`config.mk`:
```
export PLATFORM = sky130hd
export DESIGN_NAME = bias_sched_flat
export DESIGN_NICKNAME = d
export VERILOG_FILES = /design/src/rtl/bias_sched_if.sv /design/src/rtl/bias_sched.sv /design/src/flat_wrapper.sv
export SDC_FILE = /design/constraint.sdc
export NUM_CORES = 1
export LEC_CHECK = 0
export BUFFER_PORTS_ARGS = -buffer_cell sky130_fd_sc_hd__buf_2
export CELL_PAD_IN_SITES_DETAIL_PLACEMENT = 0
export CELL_PAD_IN_SITES_GLOBAL_PLACEMENT = 1
export CORE_UTILIZATION = 38
export CTS_CLUSTER_SIZE = 8
export DETAILED_ROUTE_END_ITERATION = 12
export GPL_TIMING_DRIVEN = 0
export PLACE_DENSITY = 0.64
export REMOVE_ABC_BUFFERS = 1
export SYNTH_ARGS = -nofsm -noshare
export SYNTH_HDL_FRONTEND = slang
export SYNTH_SLANG_ARGS = --single-unit
```
`constraint.sdc`:
```
create_clock -name clk_i -period 6.7 [get_ports clk_i]
set_clock_uncertainty 0.05 [all_clocks]
set_input_delay 1.005 -clock clk_i [delete_from_list [all_inputs] [get_ports clk_i]]
set_output_delay 1.005 -clock clk_i [all_outputs]
set_load 0.02 [all_outputs]
```
`src/rtl/bias_sched_if.sv`:
```
// Handshake and result bus between the bias scheduler and its neighbours:
// bias loader, accumulator stream source and the downstream bias adder.
interface bias_sched_if #(
    parameter int N_COLS   = 8,
    parameter int MAX_ROWS = 256,
    parameter int DATA_W   = 32
);
    localparam int ROW_W = $clog2(MAX_ROWS + 1);
    localparam int COL_W = $clog2(N_COLS);

    logic              start_i;
    logic [ROW_W-1:0]  rows_i;
    logic              bias_valid_i;
    logic [DATA_W-1:0] bias_data_i;
    logic              bias_ready_o;
    logic              acc_valid_i;
    logic [DATA_W-1:0] acc_data_i;
    logic              acc_ready_o;
    logic [DATA_W-1:0] data_o;
    logic [DATA_W-1:0] bias_o;
    logic              valid_o;
    logic [COL_W-1:0]  col_o;
    logic              busy_o;
    logic              done_o;

    modport slave (
        input  start_i, rows_i, bias_valid_i, bias_data_i, acc_valid_i, acc_data_i,
        output bias_ready_o, acc_ready_o, data_o, bias_o, valid_o, col_o, busy_o, done_o
    );

    modport master (
        output start_i, rows_i, bias_valid_i, bias_data_i, acc_valid_i, acc_data_i,
        input  bias_ready_o, acc_ready_o, data_o, bias_o, valid_o, col_o, busy_o, done_o
    );
endinterface

```
`src/rtl/bias_sched.sv`:
```
// Loads one bias word per column, then streams a row-major accumulator tile
// and pairs every element with its column bias for the bias adder stage.
module bias_sched #(
    parameter int N_COLS   = 8,
    parameter int MAX_ROWS = 256,
    parameter int DATA_W   = 32
) (
    input  logic         clk_i,
    input  logic         rst_ni,
    bias_sched_if.slave  bus
);
    localparam int ROW_W = $clog2(MAX_ROWS + 1);
    localparam int COL_W = $clog2(N_COLS);

    typedef enum logic [1:0] {S_IDLE, S_LOAD, S_RUN, S_DONE} state_t;

    state_t            state_reg, state_next;
    logic [COL_W-1:0]  col_cnt_reg;
    logic [ROW_W-1:0]  row_cnt_reg;
    logic [ROW_W-1:0]  rows_q_reg;
    logic [DATA_W-1:0] bias_reg [N_COLS];

    logic bias_acc, acc_acc, col_last, row_last;

    assign bias_acc = (state_reg == S_LOAD) && bus.bias_valid_i;
    assign acc_acc  = (state_reg == S_RUN) && bus.acc_valid_i;
    assign col_last = (col_cnt_reg == COL_W'(N_COLS - 1));
    assign row_last = (row_cnt_reg == rows_q_reg - ROW_W'(1));

    always_ff @(posedge clk_i or negedge rst_ni) begin
        if (!rst_ni) state_reg <= S_IDLE;
        else         state_reg <= state_next;
    end

    always_comb begin
        state_next = state_reg;
        case (state_reg)
            S_IDLE: if (bus.start_i) state_next = S_LOAD;
            S_LOAD: if (bias_acc && col_last)
                        state_next = (rows_q_reg == '0) ? S_DONE : S_RUN;
            S_RUN:  if (acc_acc && col_last && row_last) state_next = S_DONE;
            S_DONE: state_next = S_IDLE;
            default: state_next = S_IDLE;
        endcase
    end

    always_comb begin
        bus.bias_ready_o = (state_reg == S_LOAD);
        bus.acc_ready_o  = (state_reg == S_RUN);
        bus.busy_o       = (state_reg != S_IDLE);
        bus.done_o       = (state_reg == S_DONE);
    end

    // N_COLS is a power of two, so the column counter wraps on its own.
    always_ff @(posedge clk_i or negedge rst_ni) begin
        if (!rst_ni) begin
            col_cnt_reg <= '0;
            row_cnt_reg <= '0;
            rows_q_reg  <= '0;
        end else begin
            case (state_reg)
                S_IDLE: if (bus.start_i) begin
                    rows_q_reg  <= bus.rows_i;
                    col_cnt_reg <= '0;
                    row_cnt_reg <= '0;
                end
                S_LOAD: if (bias_acc) col_cnt_reg <= col_cnt_reg + COL_W'(1);
                S_RUN: if (acc_acc) begin
                    col_cnt_reg <= col_cnt_reg + COL_W'(1);
                    if (col_last) row_cnt_reg <= row_cnt_reg + ROW_W'(1);
                end
                default: ;
            endcase
        end
    end

    always_ff @(posedge clk_i or negedge rst_ni) begin
        if (!rst_ni) begin
            for (int i = 0; i < N_COLS; i++) bias_reg[i] <= '0;
        end else if (bias_acc) begin
            bias_reg[col_cnt_reg] <= bus.bias_data_i;
        end
    end

    // Output stage: one cycle behind the accept, valid drops on any idle cycle.
    always_ff @(posedge clk_i or negedge rst_ni) begin
        if (!rst_ni) begin
            bus.data_o  <= '0;
            bus.bias_o  <= '0;
            bus.col_o   <= '0;
            bus.valid_o <= 1'b0;
        end else begin
            bus.valid_o <= acc_acc;
            if (acc_acc) begin
                bus.data_o <= bus.acc_data_i;
                bus.bias_o <= bias_reg[col_cnt_reg];
                bus.col_o  <= col_cnt_reg;
            end
        end
    end
endmodule

```
`src/flat_wrapper.sv`:
```
// flat-port wrapper written by rule: the top's interface ports become plain ports
module bias_sched_flat 
#(
    parameter int N_COLS   = 8,
    parameter int MAX_ROWS = 256,
    parameter int DATA_W   = 32
)
  (clk_i, rst_ni, bus_start_i, bus_rows_i, bus_bias_valid_i, bus_bias_data_i, bus_acc_valid_i, bus_acc_data_i, bus_bias_ready_o, bus_acc_ready_o, bus_data_o, bus_bias_o, bus_valid_o, bus_col_o, bus_busy_o, bus_done_o);
  bias_sched_if #(.N_COLS(N_COLS), .MAX_ROWS(MAX_ROWS), .DATA_W(DATA_W)) bus_i ();
  input  logic clk_i;
  input  logic rst_ni;
  input wire logic [$bits(bus_i.start_i)-1:0] bus_start_i;
  input wire logic [$bits(bus_i.rows_i)-1:0] bus_rows_i;
  input wire logic [$bits(bus_i.bias_valid_i)-1:0] bus_bias_valid_i;
  input wire logic [$bits(bus_i.bias_data_i)-1:0] bus_bias_data_i;
  input wire logic [$bits(bus_i.acc_valid_i)-1:0] bus_acc_valid_i;
  input wire logic [$bits(bus_i.acc_data_i)-1:0] bus_acc_data_i;
  output wire logic [$bits(bus_i.bias_ready_o)-1:0] bus_bias_ready_o;
  output wire logic [$bits(bus_i.acc_ready_o)-1:0] bus_acc_ready_o;
  output wire logic [$bits(bus_i.data_o)-1:0] bus_data_o;
  output wire logic [$bits(bus_i.bias_o)-1:0] bus_bias_o;
  output wire logic [$bits(bus_i.valid_o)-1:0] bus_valid_o;
  output wire logic [$bits(bus_i.col_o)-1:0] bus_col_o;
  output wire logic [$bits(bus_i.busy_o)-1:0] bus_busy_o;
  output wire logic [$bits(bus_i.done_o)-1:0] bus_done_o;
  assign bus_i.start_i = bus_start_i;
  assign bus_i.rows_i = bus_rows_i;
  assign bus_i.bias_valid_i = bus_bias_valid_i;
  assign bus_i.bias_data_i = bus_bias_data_i;
  assign bus_i.acc_valid_i = bus_acc_valid_i;
  assign bus_i.acc_data_i = bus_acc_data_i;
  assign bus_bias_ready_o = bus_i.bias_ready_o;
  assign bus_acc_ready_o = bus_i.acc_ready_o;
  assign bus_data_o = bus_i.data_o;
  assign bus_bias_o = bus_i.bias_o;
  assign bus_valid_o = bus_i.valid_o;
  assign bus_col_o = bus_i.col_o;
  assign bus_busy_o = bus_i.busy_o;
  assign bus_done_o = bus_i.done_o;
  bias_sched #(.N_COLS(N_COLS), .MAX_ROWS(MAX_ROWS), .DATA_W(DATA_W)) u_core (.clk_i(clk_i), .rst_ni(rst_ni), .bus(bus_i));
endmodule
```
==> flow_metrics.py, run 1 <==
metrics = {
    "critical_path": {
        "startpoint_type": "flip-flop",
        "path_cells": "inv_1 > ha_1 > nand2_4 > clkinv_1 > mux2_2",
        "max_stage_delay_ps": 1150,
        "critical_path_required_ps": 7090,
        "cp-startpoint": "u_core.state_reg[0]",
        "critPathCapture": "u_core.bus.data_o[7]",
        "crit_type": "flip-flop to flip-flop",
        "arrival_ps": 3900,
        "rr_endpoint": "u_core.bus.data_o[7]",
        "worstPathMaxFanout": 70,
        "r2r_slack_ps": 3190,
        "end_kind": "flip-flop",
        "crit_slowest_cell": "clkinv_1",
        "r2r_cells": 5,
        "timing.rr.start": "u_core.state_reg[0]",
    },
    "timing": {
        "finalCritPeriodShare_pct": 52.39,
        "holdWs_ps": 376.9,
        "tightest_slew_ps": 1143,
        "period_minus_slack_ps": 3510,
        "fin_setup_tns_ps": 0,
        "slew_violations": 0,
        "fmax_mhz": 284.9,
        "setup_viol_count_final": 0,
        "finalHoldViolCount": 0,
        "rsz0062_at_grt": "no",
        "setup_slack_ps": 3190,
        "relSlewSlack_pct": 23.36,
    },
    "global_routing": {
        "grt_max_degree": 113,
        "grt_pass1_vias": 9126,
        "antenna_found_initial": 4,
        "grt_first_pass_wirelength_um": 54170,
        "grt_use_total_pct": 17.15,
        "grt-ovfl-total": 0,
    },
    "final_layout": {
        "instances_no_fill": 1668,
        "drive_above_1_share_pct": 51.65,
        "final_util_pct": 46.13,
        "finalInstanceArea_um2": 17990,
        "largest_reg_flops": 256,
        "layout.nets": 1234,
        "antenna_cells": 0,
        "area_growth_syn_to_layout_pct": 18.57,
        "fillers": 3448,
    },
    "power": {
        "switching_power_mw": 2.559,
        "finalPower_mw": 8.227,
        "intPower_mw": 5.668,
        "switching_share_pct": 31.10,
        "p_leak_nw": 8.211,
        "power.share.combinational_pct": 32.3,
        "clockPowerShare_pct": 26.3,
        "powerDensity_nw_per_um2": 457.2,
        "ir_drop_mv": 0.2701,
        "p_seq_share_pct": 41.4,
    },
    "clock_network": {
        "clk_pin_slew_ps": 50,
        "cts_max_path_buffers": 3,
        "ctsHoldBuffers": 0,
        "tritoncts": "done",
        "ctsHtreeMaxLevel": 2,
        "worstSkewPairLatency_ps": 570,
        "cts_resized": 0,
        "cts_setup_buffers": 0,
        "root_buffer": "clkbuf_16",
        "cts.sinks": 347,
        "numCtsBuffers": 49,
    },
    "yosys": {
        "yosys.area.top_type_share_pct": 57.21,
        "synth_fa_ha_area_share_pct": 0.6595,
        "syn_area_um2": 15180,
        "syn_area_per_cell_um2": 15.28,
        "synth-xor-area-share_pct": 0.8656,
        "synthTopCellsByCount": "dfrtp_1 (347), mux2_2 (297), mux4_2 (64)",
        "synth-simple-area-share_pct": 2.927,
        "ys_async_sr_fraction_pct": 100.0,
        "synth_largest_area_cell": "dfrtp_1",
        "synth_compound_area_share_pct": 2.399,
        "synthMuxAreaShare_pct": 33.88,
        "synth_top_family_by_area": "multiplexers",
        "synth_edf_count": 0,
        "ys_seq_elements": 347,
        "syn-instance-count": 993,
        "ys_seq_area_share_pct": 57.21,
        "synth_most_common_cell": "dfrtp_1",
        "synth_area_leaders": "dfrtp_1 (57%), mux2_2 (22%), mux4_2 (9.5%)",
        "synthFlopType": "dfrtp_1",
        "synth_cell_types": 44,
        "yosys_warnings": 0,
    },
    "die": {
        "io_pins": 150,
        "core_um2": 39010,
        "dieArea_um2": 40740,
        "dieWidth_um": 201.9,
        "placementRows": 72,
        "initial_core_util_pct": 38.91,
        "fp.dieH_um": 201.9,
    },
    "route": {
        "viasPerCell": 5.163,
        "routed-via-count": 8612,
        "dr.first_iter.drc_count": 272,
        "routed_wl_um": 33890,
        "wire_per_inst_um": 20.32,
        "firstDrtPassIters": 4,
        "route.detailed.drc": 0,
        "postRouteAntennaNets": 0,
    },
    "place": {
        "io_buffers": 149,
        "preCtsSetupSlack_ps": 2832,
        "post_dp_cell_area_um2": 16720,
        "dp_hpwl_um": 19920,
        "finalWeightedCongestion": 0.7548,
        "dpl.cell_count": 1615,
    },
    "min_path": {
        "hold_class": "input port to async pin",
    },
    "job": {
        "maxCapViolCount": 0,
    },
    "outcome": {
        "status": "finished, final reports clean",
    },
}
## metal layers
metal	GRT usage, %	wire, um
met5	0	54
met4	5.060	650
met3	3.773	1559
met2	25.98	15290
met1	24.65	16330
## cell usage in the layout (no fill, tap or decap), types with 10 or more instances in the layout
cell type	Yosys	routed
dfrtp_1	347	344
mux2i_1	33	33
buf_2	31	148
inv_1	10	10
nand2_1	44	43
clkbuf_16	0	49
mux4_2	64	64
mux2_2	297	297
o21ai_0	41	41
## critical path, delay by kind of cell (launching register included)
kind          cells  cell delay, ps
buf+inv           2            1250
flops             1             400
fa+ha+maj         1             360
simple gates      1             670
mux               1             630
## power groups by stage
stage / Combinational (mW) / Sequential (mW) / Clock, mW
2_1_floorplan: 1.74 / 3.57 / 0
3_3_place_gp: 2.59 / 3.53 / 0
3_5_place_dp: 2.71 / 3.44 / 0
4_1_cts: 2.72 / 3.42 / 2.24
5_1_grt: 2.89 / 3.53 / 2.33
6_report: 2.66 / 3.40 / 2.16
## worst min path at each step
stage | start | to | slack [ps] | cells past startpoint
2_1_floorplan | u_core.bias_reg[228] | u_core.bias_reg[228] | 410 | 1
6_report | rst_ni | u_core.bus.data_o[24] | 380 | 1
4_1_cts | rst_ni | u_core.bus.data_o[24] | 390 | 1
5_1_grt | rst_ni | u_core.bus.data_o[24] | 420 | 1
3_3_place_gp | u_core.bus.bias_o[22] | u_core.bus.bias_o[22] | 410 | 2
3_5_place_dp | u_core.bus.bias_o[15] | u_core.bus.bias_o[15] | 420 | 2
## area by class of cell
class / instances / area (um2) / area share [%]
Tap cell: 518 / 648.1 / 3.602
Timing Repair Buffer: 163 / 1096 / 6.091
Clock inverter: 3 / 47.55 / 0.2642
Sequential cell: 347 / 8695 / 48.32
Clock buffer: 50 / 1230 / 6.835
Inverter: 11 / 41.29 / 0.2295
Multi-Input combinational cell: 576 / 6237 / 34.66
## cells by family (layout without fill, tap and decap cells)
kind of cell	after synthesis	in the layout
mux	396	396
flops	347	347
simple gates	94	94
buf+inv	70	227
compound gates	63	63
xor+xnor	15	15
fa+ha+maj	8	8
No activity file was read; power rests on OpenSTA's default activity.
==> inputs of run 2 (changes only) <==
--- a/config.mk
+++ b/config.mk
@@ -5,6 +5,7 @@
 export SDC_FILE = /design/constraint.sdc
 export NUM_CORES = 1
 export LEC_CHECK = 0
+export ABC_AREA = 1
 export BUFFER_PORTS_ARGS = -buffer_cell sky130_fd_sc_hd__buf_2
 export CELL_PAD_IN_SITES_DETAIL_PLACEMENT = 0
 export CELL_PAD_IN_SITES_GLOBAL_PLACEMENT = 1
@@ -12,7 +13,7 @@
 export CTS_CLUSTER_SIZE = 8
 export DETAILED_ROUTE_END_ITERATION = 12
 export GPL_TIMING_DRIVEN = 0
-export PLACE_DENSITY = 0.64
+export PLACE_DENSITY = 0.69
 export REMOVE_ABC_BUFFERS = 1
 export SYNTH_ARGS = -nofsm -noshare
 export SYNTH_HDL_FRONTEND = slang
==> constraint.sdc (replaced) <==
create_clock -name clk_i -period 3.6 [get_ports clk_i]
set_clock_uncertainty 0.05 [all_clocks]
set_input_delay 0.54 -clock clk_i [delete_from_list [all_inputs] [get_ports clk_i]]
set_output_delay 0.54 -clock clk_i [all_outputs]
set_load 0.02 [all_outputs]
==> run 2 against run 1 <==
Against the previous run: cell area down 2.7%; maximum frequency grew 1.6%; synthesized cell count increased by 71%; first-iteration DRC count increased to 2.8 times the previous value; count of clock-buffer cells in the layout rose by 1; register-to-register slack worse by 3000 ps; critical path depth fell by 1; clock power rose by 87%; critical path type unchanged.
==> flow_metrics.py, run 2 <==
metrics = {
    "outcome": {
        "status": "finished, final reports clean",
    },
    "critical_path": {
        "path_depth": 4,
        "path_buf_inv": 1,
        "critPathCapture": "u_core.bias_reg[83]",
        "r2r_cells": 4,
        "path_cells": "inv_1 > nor2_2 > nand2_2 > o21ai_0",
        "r2r_slack_ps": 150,
        "startpoint_type": "flip-flop",
        "critical_path_required_ps": 3990,
        "critPathTopFamily": "simple AND/OR/NAND/NOR gates",
        "crit_type": "flip-flop to flip-flop",
        "arrival_ps": 3840,
        "end_kind": "flip-flop",
        "timing.rr.start": "u_core.col_cnt_reg[0]",
        "rr_endpoint": "u_core.bias_reg[83]",
        "worstPathMaxFanout": 64,
        "max_stage_delay_ps": 1020,
        "cp-startpoint": "u_core.col_cnt_reg[0]",
        "crit_slowest_cell": "dfrtp_4",
    },
    "place": {
        "io_buffers": 149,
        "dp_hpwl_um": 21810,
        "post_dp_cell_area_um2": 16190,
        "finalWeightedCongestion": 0.7730,
    },
    "yosys": {
        "synth_cell_types": 34,
        "yosys_warnings": 0,
        "ys_seq_elements": 347,
        "syn_area_um2": 14830,
        "ys_async_sr_fraction_pct": 100.0,
        "synth_area_leaders": "dfrtp_1 (59%), nand2_1 (15%), o21ai_0 (9.4%)",
        "yosys.area.top_type_share_pct": 58.56,
        "ys_seq_area_share_pct": 58.56,
        "syn-instance-count": 1699,
        "synth_most_common_cell": "nand2_1",
        "syn_area_per_cell_um2": 8.728,
        "synthTopCellsByCount": "nand2_1 (590), dfrtp_1 (347), o21ai_0 (280)",
        "synthFlopType": "dfrtp_1",
        "synth_largest_area_cell": "dfrtp_1",
        "synth_edf_count": 0,
    },
    "global_routing": {
        "grt_max_degree": 119,
        "grt_use_total_pct": 19.98,
        "grt_pass1_vias": 11235,
        "grt_first_pass_wirelength_um": 62260,
        "grt-ovfl-total": 0,
        "antenna_found_initial": 1,
    },
    "power": {
        "ir_drop_mv": 0.4353,
        "powerDensity_nw_per_um2": 839.2,
        "finalPower_mw": 14.70,
        "p_leak_nw": 8.397,
    },
    "timing": {
        "relSlewSlack_pct": 13.24,
        "fmax_mhz": 289.5,
        "slew_violations": 0,
        "period_minus_slack_ps": 3454,
        "finalHoldViolCount": 0,
        "finalCritPeriodShare_pct": 95.95,
        "setup_viol_count_final": 0,
        "rsz0062_at_grt": "yes",
        "tightest_slew_ps": 1297,
    },
    "route": {
        "routed-via-count": 11637,
        "route.detailed.drc": 0,
        "firstDrtPassIters": 5,
        "dr.first_iter.drc_count": 756,
        "routed_wl_um": 38530,
        "viasPerCell": 4.997,
        "postRouteAntennaNets": 0,
        "wire_per_inst_um": 16.54,
    },
    "clock_network": {
        "ctsHoldBuffers": 0,
        "tritoncts": "done",
        "ctsHtreeMaxLevel": 2,
        "cts_max_path_buffers": 3,
        "numCtsBuffers": 49,
        "root_buffer": "clkbuf_16",
        "clk_pin_slew_ps": 50,
        "cts.sinks": 347,
        "worstSkewPairLatency_ps": 560,
    },
    "final_layout": {
        "largest_reg_flops": 256,
        "finalInstanceArea_um2": 17520,
        "drive_above_1_share_pct": 13.59,
        "antenna_cells": 0,
        "layout_common_cells": "nand2_1 (585), dfrtp_1 (346), o21ai_0 (280)",
        "mostFrequentLayoutCell": "nand2_1",
        "layout.nets": 1901,
        "area_growth_syn_to_layout_pct": 18.12,
    },
    "die": {
        "fp.dieH_um": 199.5,
        "core_um2": 38020,
        "placementRows": 71,
        "initial_core_util_pct": 39.00,
        "dieWidth_um": 199.5,
        "io_pins": 150,
        "dieArea_um2": 39820,
    },
    "min_path": {
        "hold_class": "input port to async pin",
    },
    "job": {
        "maxCapViolCount": 0,
    },
}
run 2: worst min path at each step:
stage | start | depth (start not counted) | endpoint | slack, ps
2_1_floorplan | rst_ni | 0 | u_core.bias_reg[0] | 190
4_1_cts | rst_ni | 1 | u_core.rows_q_reg[6] | 70
3_5_place_dp | u_core.bus.data_o[27] | 2 | u_core.bus.data_o[27] | 410
6_report | rst_ni | 1 | u_core.rows_q_reg[5] | 40
5_1_grt | rst_ni | 1 | u_core.rows_q_reg[5] | 110
3_3_place_gp | u_core.bus.data_o[31] | 2 | u_core.bus.data_o[31] | 410
run 2: report_power, final:
part	internal [mW]	switching [mW]	total [mW]
registers	5.27	0.867	6.14
logic	1.71	2.80	4.51
clock network	2.43	1.61	4.05
total	9.42	5.28	14.7
run 2: layer usage:
metal	vias up	part of all wire [%]	global-route usage (%)
met5	-	0.042	0
met4	2	1.8	5.570
met3	54	4.9	3.072
met2	274	44	30.85
met1	5526	49	29.00
li1	5781	-	-
run 2: kinds of logic (layout without fill, tap and decap cells):
group	after synthesis	count (layout)	share of synthesized area [%]
AO/OA/AOI/OAI	380	380	14.34
XOR/XNOR	7	7	0.4134
adder cells (fa/ha/maj)	8	8	0.6750
buffers and inverters	196	315	5.256
flip-flops	347	347	58.56
multiplexers	3	3	0.2278
AND/OR/NAND/NOR	758	758	20.53
run 2: area by class of cell:
type	instances	area, um2
multi-input combinational	1156	5411
clock inverter	3	43.79
timing repair buffer	164	1109
clock buffer	51	1255
inverter	97	371.6
sequential	347	8687
fill	3845	20500
tap	511	639.4
run 2: worst reg2reg max path: stages (launching register included):
cell and delay, ps:
dfrtp_4 1020, inv_1 580, nor2_2 400, nand2_2 770
o21ai_0 520
run 2: what timing repair did:
action                     in CTS  in global routing
setup buffers                   0                  0
gates resized for setup         1                  0
setup endpoints to repair      14                 46
run 2: through the flow:
stage               hold WS [ps]  util, %  worst slack [ps]  TNS (ps)  instances
finish                     38.96    46.07             145.7         0       2329
global route               113.0    46.07            -90.72     -1550       2329
CTS                        72.83    46.01             111.7         0       2328
detailed placement         409.1    42.58            -53.18    -431.5       2274
global placement           406.6    41.56             -5768  -2922430       2260
floorplan                  194.4        -            -806.0   -110010       1600
==> inputs of run 3 (changes only) <==
--- a/config.mk
+++ b/config.mk
@@ -9,11 +9,11 @@
 export BUFFER_PORTS_ARGS = -buffer_cell sky130_fd_sc_hd__buf_2
 export CELL_PAD_IN_SITES_DETAIL_PLACEMENT = 0
 export CELL_PAD_IN_SITES_GLOBAL_PLACEMENT = 1
-export CORE_UTILIZATION = 38
+export CORE_UTILIZATION = 45
 export CTS_CLUSTER_SIZE = 8
 export DETAILED_ROUTE_END_ITERATION = 12
 export GPL_TIMING_DRIVEN = 0
-export PLACE_DENSITY = 0.69
+export PLACE_DENSITY = 0.8
 export REMOVE_ABC_BUFFERS = 1
 export SYNTH_ARGS = -nofsm -noshare
 export SYNTH_HDL_FRONTEND = slang
==> run 3 against run 2 <==
Against the previous run: global-route usage rose by 2.5 points; via count rose by 1.1%; die area fell by 15%; routed wire length fell by 4.5%; power fell by 0.26%; sequential share of layout area rose by 0.22 points.
==> flow_metrics.py, run 3 (synthesized netlist as in run 2, its figures left out) <==
metrics = {
    "die": {
        "initial_core_util_pct": 45.69,
        "dieArea_um2": 33680,
        "placementRows": 66,
        "fp.dieH_um": 183.5,
        "io_pins": 150,
        "core_um2": 32450,
        "dieWidth_um": 183.5,
    },
    "critical_path": {
        "critical_path_required_ps": 3980,
        "max_stage_delay_ps": 1030,
        "crit_slowest_cell": "dfrtp_4",
        "path_cells": "inv_1 > nor2_2 > nand2_4 > o21ai_0",
        "startpoint_type": "flip-flop",
        "worstPathMaxFanout": 64,
        "arrival_ps": 3500,
        "crit_type": "flip-flop to flip-flop",
        "end_kind": "flip-flop",
    },
    "clock_network": {
        "root_buffer": "clkbuf_16",
        "numCtsBuffers": 49,
        "cts.sinks": 347,
        "cts_setup_buffers": 0,
        "clk_pin_slew_ps": 50,
        "worstSkewPairLatency_ps": 550,
        "tritoncts": "done",
        "ctsHtreeMaxLevel": 2,
        "cts_max_path_buffers": 3,
    },
    "timing": {
        "finalCritPeriodShare_pct": 86.49,
        "rsz0062_at_grt": "no",
        "finalHoldViolCount": 0,
        "tightest_slew_ps": 1310,
        "holdWs_ps": 4.574,
        "period_minus_slack_ps": 3114,
        "relSlewSlack_pct": 12.36,
        "setup_viol_count_final": 0,
        "slew_violations": 0,
        "fmax_mhz": 321.2,
    },
    "global_routing": {
        "grt_pass1_vias": 11343,
        "grt_max_degree": 120,
        "antenna_found_initial": 0,
        "grt_first_pass_wirelength_um": 59890,
        "grt_use_total_pct": 22.44,
        "grt-ovfl-total": 0,
    },
    "final_layout": {
        "antenna_cells": 0,
        "area_growth_syn_to_layout_pct": 17.60,
        "layout.nets": 1900,
        "largest_reg_flops": 256,
        "instances_no_fill": 2260,
        "final_util_pct": 53.74,
        "mostFrequentLayoutCell": "nand2_1",
        "drive_above_1_share_pct": 13.53,
        "layout_common_cells": "nand2_1 (585), dfrtp_1 (346), o21ai_0 (280)",
    },
    "outcome": {
        "status": "finished, final reports clean",
    },
    "route": {
        "wl_met3_um": 2156,
        "met2WireLength_um": 16610,
        "viasPerCell": 5.204,
        "maxUsedRoutingLayer": "met4",
        "routed_wl_um": 36810,
        "firstDrtPassIters": 5,
        "dr.first_iter.drc_count": 802,
        "routed-via-count": 11761,
        "wirelength_met1_um": 17540,
        "wire_per_inst_um": 16.29,
        "route.detailed.drc": 0,
        "postRouteAntennaNets": 0,
    },
    "place": {
        "dpl.cell_count": 2205,
        "io_buffers": 149,
        "finalWeightedCongestion": 0.8101,
        "dp_hpwl_um": 20560,
    },
    "power": {
        "p_leak_nw": 8.427,
        "powerDensity_nw_per_um2": 840.7,
        "ir_drop_mv": 0.4326,
        "finalPower_mw": 14.66,
    },
    "min_path": {
        "hold_class": "input port to async pin",
    },
    "job": {
        "maxCapViolCount": 0,
    },
}
run 3: changes by cell type in the layout (fill, tap and decap cells not counted):
cell / delta
clkinvlp_4: -1
clkbuf_1: +1
nand2_2: -2
nand2_4: +2
buf_16: -1
bufinv_16: +1
run 3: report_power, final:
part | internal, mW | total (mW) | switching [mW]
logic | 1.66 | 4.43 | 2.77
registers | 5.27 | 6.14 | 0.871
clock network | 2.51 | 4.09 | 1.58
total | 9.44 | 14.7 | 5.22
run 3: cell type report:
class                   count  area [um2]
inverters                  97       371.6
clock buffers              52        1259
flip-flops and latches    347        8687
fillers                  3037       15010
multi-input cells        1156        5421
repair buffers            163        1081
clock inverters             3       66.31
well taps                 442       553.0
run 3: metal layers:
metal,GRT usage (%),vias to the layer above
li1,-,5767
met2,36.35,336
met1,31.81,5618
met4,5.000,0
met3,3.447,40
met5,0,-
run 3: timing repair:
| item | in CTS | in global routing |
|---|---|---|
| gates resized for setup | 0 | 5 |
| setup endpoints to repair | 0 | 67 |
| hold buffers | 0 | 0 |
run 3: per-stage QoR:
stage          instance area, um2  setup slack (ps)  setup TNS, ps
3_5_place_dp                16100             69.35              0
4_1_cts                     17420             56.17              0
6_report                    17440             486.4              0
5_1_grt                     17440             235.3              0
3_3_place_gp                15720             -5479       -2801580
2_1_floorplan               14420            -806.0        -110010
run 3: path summary, 6_finish.rpt:
check	depth (start not counted)	slack (ps)	from	to
max in group asynchronous	3	2500	rst_ni	u_core.bias_reg[79]
min reg2reg	2	420	u_core.bus.bias_o[25]	u_core.bus.bias_o[25]
min	2	5	rst_ni	u_core.rows_q_reg[5]
min in group clk_i	3	130	bus_acc_data_i[6]	u_core.bus.data_o[6]
max	4	490	u_core.col_cnt_reg[0]	u_core.bias_reg[144]
max reg2reg	4	490	u_core.col_cnt_reg[0]	u_core.bias_reg[144]
run 3: worst max-delay path: cells and delay by family (launching register included):
kind | cells | cell delay [ps]
AO/OA/AOI/OAI | 1 | 390
buffers and inverters | 1 | 550
flip-flops | 1 | 1030
AND/OR/NAND/NOR | 2 | 940
